File: src/rtl/uart_tx_arbiter.sv
// Round-robin, packet-locking arbiter that shares one uart transmitter among NUM_REQ byte sources.
// Optional stall watchdog is built when UART_TX_ARB_WATCHDOG_EN is defined.
module uart_tx_arbiter #(
   parameter int NUM_REQ     = 4,
   parameter int IDX_W       = 2,
   parameter int WDOG_CYCLES = 65535
) (
   input  logic                 clk,
   input  logic                 rst,
   input  logic [NUM_REQ-1:0]   req_valid,
   input  logic [NUM_REQ-1:0]   req_last,
   input  logic [8*NUM_REQ-1:0] req_byte,
   output logic [NUM_REQ-1:0]   req_ack,
   output logic [NUM_REQ-1:0]   grant,
   output logic                 locked,
   output logic                 uart_transmit,
   output logic [7:0]           uart_tx_byte,
   input  logic                 uart_is_transmitting,
   output logic                 wdog_error
);

   typedef enum logic [1:0] {
      IDLE       = 2'd0,
      WAIT_START = 2'd1,
      WAIT_DONE  = 2'd2
   } state_t;

   state_t           state_r;
   logic [IDX_W-1:0] ptr_r;
   logic [IDX_W-1:0] owner_r;
   logic [IDX_W-1:0] pick_idx_s;
   logic             pick_valid_s;
   logic             accept_s;
   logic             wdog_hit_s;

   if (NUM_REQ < 2 || NUM_REQ > 8 || IDX_W != $clog2(NUM_REQ) ||
       WDOG_CYCLES < 1 || WDOG_CYCLES > 65535) begin : g_bad_cfg
      $error("uart_tx_arbiter: unsupported NUM_REQ/IDX_W/WDOG_CYCLES combination");
   end

   // Candidate selection: only the owner while locked, otherwise first valid after the pointer
   always_comb begin
      logic [IDX_W-1:0] idx_v;
      logic             hit_v;
      idx_v        = '0;
      hit_v        = 1'b0;
      pick_valid_s = 1'b0;
      pick_idx_s   = '0;
      if (locked) begin
         pick_valid_s = req_valid[owner_r];
         pick_idx_s   = owner_r;
      end else begin
         for (int k = 1; k <= NUM_REQ; k++) begin
            idx_v        = IDX_W'((int'(ptr_r) + k) % NUM_REQ);
            hit_v        = !pick_valid_s && req_valid[idx_v];
            pick_idx_s   = hit_v ? idx_v : pick_idx_s;
            pick_valid_s = pick_valid_s || hit_v;
         end
      end
   end

   assign accept_s = (state_r == IDLE) && !uart_is_transmitting && pick_valid_s;

`ifdef UART_TX_ARB_WATCHDOG_EN
   logic [15:0] wdog_cnt_r;
   logic        wdog_wait_s;
   logic        state_chg_s;

   assign state_chg_s = accept_s ||
                        ((state_r == WAIT_START) && uart_is_transmitting) ||
                        ((state_r == WAIT_DONE) && !uart_is_transmitting);
   assign wdog_wait_s = (state_r != IDLE) || (locked && !req_valid[owner_r]);
   assign wdog_hit_s  = wdog_wait_s && !state_chg_s &&
                        (wdog_cnt_r == 16'(WDOG_CYCLES - 1));

   // Stall counter: runs only while waiting on the uart or on a silent lock owner
   always_ff @(posedge clk) begin
      if (!rst) begin
         wdog_cnt_r <= 16'd0;
      end else if (!wdog_wait_s || state_chg_s || wdog_hit_s) begin
         wdog_cnt_r <= 16'd0;
      end else begin
         wdog_cnt_r <= wdog_cnt_r + 16'd1;
      end
   end
`else
   assign wdog_hit_s = 1'b0;
`endif

   // Arbitration state machine; every output is registered here
   always_ff @(posedge clk) begin
      if (!rst) begin
         state_r       <= IDLE;
         ptr_r         <= IDX_W'(NUM_REQ - 1);
         owner_r       <= '0;
         locked        <= 1'b0;
         grant         <= '0;
         req_ack       <= '0;
         uart_transmit <= 1'b0;
         uart_tx_byte  <= 8'd0;
         wdog_error    <= 1'b0;
      end else begin
         req_ack       <= '0;
         uart_transmit <= 1'b0;
         wdog_error    <= 1'b0;
         if (wdog_hit_s) begin
            state_r    <= IDLE;
            locked     <= 1'b0;
            grant      <= '0;
            wdog_error <= 1'b1;
         end else begin
            case (state_r)
               IDLE: begin
                  if (accept_s) begin
                     uart_tx_byte  <= req_byte[{pick_idx_s, 3'b000} +: 8];
                     uart_transmit <= 1'b1;
                     req_ack       <= NUM_REQ'(1'b1) << pick_idx_s;
                     grant         <= NUM_REQ'(1'b1) << pick_idx_s;
                     ptr_r         <= pick_idx_s;
                     owner_r       <= pick_idx_s;
                     locked        <= ~req_last[pick_idx_s];
                     state_r       <= WAIT_START;
                  end
               end
               WAIT_START: begin
                  if (uart_is_transmitting) begin
                     state_r <= WAIT_DONE;
                  end
               end
               WAIT_DONE: begin
                  if (!uart_is_transmitting) begin
                     state_r <= IDLE;
                     // A locked owner keeps its grant across the idle gap between bytes
                     if (!locked) begin
                        grant <= '0;
                     end
                  end
               end
               default: begin
                  state_r <= IDLE;
               end
            endcase
         end
      end
   end

endmodule
File: config.mk
export PLATFORM = sky130hd
export DESIGN_NAME = uart_tx_arbiter
export DESIGN_NICKNAME = d
export VERILOG_FILES = /design/src/rtl/uart_tx_arbiter.sv
export SDC_FILE = /design/constraint.sdc
export NUM_CORES = 1
export LEC_CHECK = 0
export CAP_MARGIN = 20
export CORE_MARGIN = 4
export CORE_UTILIZATION = 30
export CTS_BUF_LIST = sky130_fd_sc_hd__clkbuf_8 sky130_fd_sc_hd__clkbuf_16
export DETAILED_ROUTE_END_ITERATION = 8
export DONT_BUFFER_PORTS = 1
export SYNTH_ARGS = -nofsm -noshare
export SYNTH_HDL_FRONTEND = slang
export SYNTH_SLANG_ARGS = --single-unit
File: constraint.sdc
create_clock -name clk -period 1.95 [get_ports clk]
set_input_delay 0.39 -clock clk [delete_from_list [all_inputs] [get_ports clk]]
set_output_delay 0.39 -clock clk [all_outputs]
set_load 0.01 [all_outputs]
==> results.json <==
{
  "hpwl_um": 2628,
  "cts_tree": "built",
  "synth_edf_count": 0,
  "cts_sinks": 24,
  "post-route-period-util_pct": 98.64,
  "async_flop_share_pct": 0,
  "highest_layer": "met4",
  "die_x_um": 73.45,
  "ant_nets": 0,
  "cp_slowest_cell": "mux4_2",
  "r2r_end": "uart_tx_byte[5]",
  "met1_length_um": 1394,
  "cp.arrival_ns": 2.09,
  "setup_viol": 0,
  "rows": 23,
  "syn2layout_area_growth_pct": 17.82,
  "worstPathMaxFanout": 7,
  "antenna_found_initial": 0,
  "worst_setup_path_end_kind": "flop",
  "start_util_pct": 31.67,
  "holdPathStages": 1,
  "tightest_slew_ns": 0.4732,
  "powerDensity_mw_per_mm2": 1389,
  "die_area_mm2": 0.005394,
  "syn-cell-area_mm2": 0.001285,
  "cap_violations": 0,
  "p_total_uw": 2103,
  "ys_warn_count": 0,
  "critPathTopFamily": "compound AO/OA/AOI/OAI gates",
  "irDropWorstVdd_mv": 0.4430,
  "min_from": "rst",
  "required_ns": 2.12,
  "wl_per_cell_um": 18.50,
  "dr_wl_met3_um": 417,
  "relSlewSlack_pct": 67.55,
  "gp_congestion": 0.7756,
  "synth_cell_types": 45,
  "slew_violations": 0,
  "num_vias": 1072,
  "finalHoldViolations": 0,
  "grt_pass1_wl_um": 5237,
  "drcViolationCount": 0,
  "fin_nets": 183,
  "leakage_uw": 0.0005666,
  "critPathBufInv": 1,
  "clock-root-buffer": "clkbuf_8",
  "clock_path_buffers": 2,
  "worstSetupPathType": "reg -> reg",
  "final_cell_mix": "22 x dfxtp_1, 13 x buf_4, 11 x nand2_1, 7 x mux4_2, 7 x nor2_1",
  "grt_pass1_vias": 1099,
  "syn_avg_cell_area_um2": 10.04,
  "startpoint": "ptr_r[0]",
  "core_region_area_mm2": 0.004058,
  "die_h_um": 73.45,
  "clkLatencyLatePin_ns": 0.26,
  "r2r_cells": 6,
  "timing.rr.start": "ptr_r[0]",
  "drtIter0Drc": 57,
  "ys_ff_latch": 24,
  "start_kind": "flop",
  "synthCells": 128,
  "crit_chain": "inv_2 > a221o_1 > a211o_4 > nand2_8 > mux4_2 > o2bb2ai_2",
  "num_antenna_cells": 0,
  "grt-ovfl-total": 0,
  "grt_setup_unrepaired": "true",
  "routed_wl_um": 3496,
  "syn_nets": 171,
  "final_common_cell": "dfxtp_1",
  "grt_use_total_pct": 12.62,
  "max_stage_delay_ns": 0.53,
  "routed-wl-met2_um": 1644,
  "grt_max_degree": 24,
  "yosysSeqAreaShare_pct": 37.39,
  "status": "complete, no violations",
  "finish.utilization_pct": 37.31,
  "vias_per_cell": 5.672,
  "ctsHoldBuffers": 0,
  "htreeDepth": 1,
  "clock_skew_ns": 0.001212,
  "first_pass_iters": 4,
  "ios": 62,
  "hold_end": "ptr_r[0]",
  "hp-class": "in -> reg",
  "drive_gt1_share_pct": 32.37,
  "r2r_setup_slack_ns": 0.03,
  "fmax_mhz": 519.9,
  "ys_dominant_reg_cell": "dfxtp_1",
  "numCtsBuffers": 3,
  "post-route-min-period_ns": 1.924,
  "port_buffers": 0,
  "clkTransAtPathRegs_ns": 0.08
}
## power breakdown
group	switching (µW)	total (µW)	leakage, µW	internal [µW]
Sequential	140	745	0.000197	605
Combinational	473	1020	0.000341	548
Clock	157	337	0.0000288	180
## kinds of logic after synthesis
family                 share of synthesized area [%]
buffers and inverters                          3.894
other                                         0.2918
AND/OR/NAND/NOR                                21.33
AO/OA/AOI/OAI                                  19.28
XOR/XNOR                                      0.6817
multiplexers                                   17.14
flip-flops                                     37.39
## stage by stage
stage | cells | hold WS, ns | setup TNS, ns | setup slack, ns | instance area [µm²]
detailed placement | 182 | 0.4813 | -0.2626 | -0.05869 | 1400
global route | 189 | 0.2163 | -0.1106 | -0.02280 | 1514
floorplan | 128 | 0.4565 | -0.09554 | -0.02388 | 1285
global placement | 182 | 0.4718 | -0.1482 | -0.03108 | 1400
CTS | 186 | 0.2073 | -0.06577 | -0.02285 | 1456
finish | 189 | 0.2160 | 0 | 0.02643 | 1514
## layout make-up
type,count,area (µm²)
fillers,407,2544
repair buffers,14,117.6
clock buffers,4,55.05
flip-flops and latches,24,483.0
well taps,50,62.56
multi-input cells,95,788.3
inverters,2,7.507
## registers in the layout, indices dropped and copies added (netlist names)
register / cells
state_r: 2
grant: 4
uart_tx_byte: 8
req_ack: 4
owner_r: 2
ptr_r: 2
locked: 1
uart_transmit: 1
## layer usage
layer  track usage, %  vias to the layer above
li1                 -                      502
met1            15.46                      509
met2            19.49                       57
met3            5.198                        4
met4            5.231                        0
met5                0                        -
## timing repair
item / CTS / global route
pin swaps: 0 / 2
resized for setup: 1 / 14
setup buffers: 0 / 3
hold endpoints to repair: 0 / 0
setup endpoints to repair: 4 / 11
## synth_stat cells (2+ instances only)
master / count / share of area (%)
dfxtp_1: 24 / 37
nand2_1: 11 / 3.2
nor2_1: 7 / 2.0
and3_1: 6 / 2.9
nand3_1: 6 / 2.3
o2bb2ai_1: 6 / 4.1
a21oi_1: 4 / 1.6
and2_1: 4 / 1.9
mux4_1: 4 / 8.2
o21ai_0: 4 / 1.6
clkbuf_1: 3 / 0.88
mux4_2: 3 / 5.3
nand2b_1: 3 / 1.5
o31ai_1: 3 / 1.8
and2_4: 2 / 1.4
buf_4: 2 / 1.2
inv_1: 2 / 0.58
mux2_2: 2 / 1.8
nor2b_1: 2 / 0.97
nor3_1: 2 / 0.78
o211ai_1: 2 / 1.2
o21a_1: 2 / 1.2
o221ai_1: 2 / 1.4
## worst reg2reg max path: stages, from the launching register on
cell and delay (ns):
dfxtp_2 0.35, inv_2 0.04, a221o_1 0.32, a211o_4 0.36, nand2_8 0.11, mux4_2 0.53, o2bb2ai_2 0.13
## how the worst max path moves through the flow
stage	cells past startpoint	end
CTS	6	uart_tx_byte[6]
global placement	6	uart_tx_byte[7]
floorplan	5	uart_tx_byte[0]
global route	6	uart_tx_byte[2]
finish	6	uart_tx_byte[5]
detailed placement	5	uart_tx_byte[6]
(Power assumes the default switching activity.)
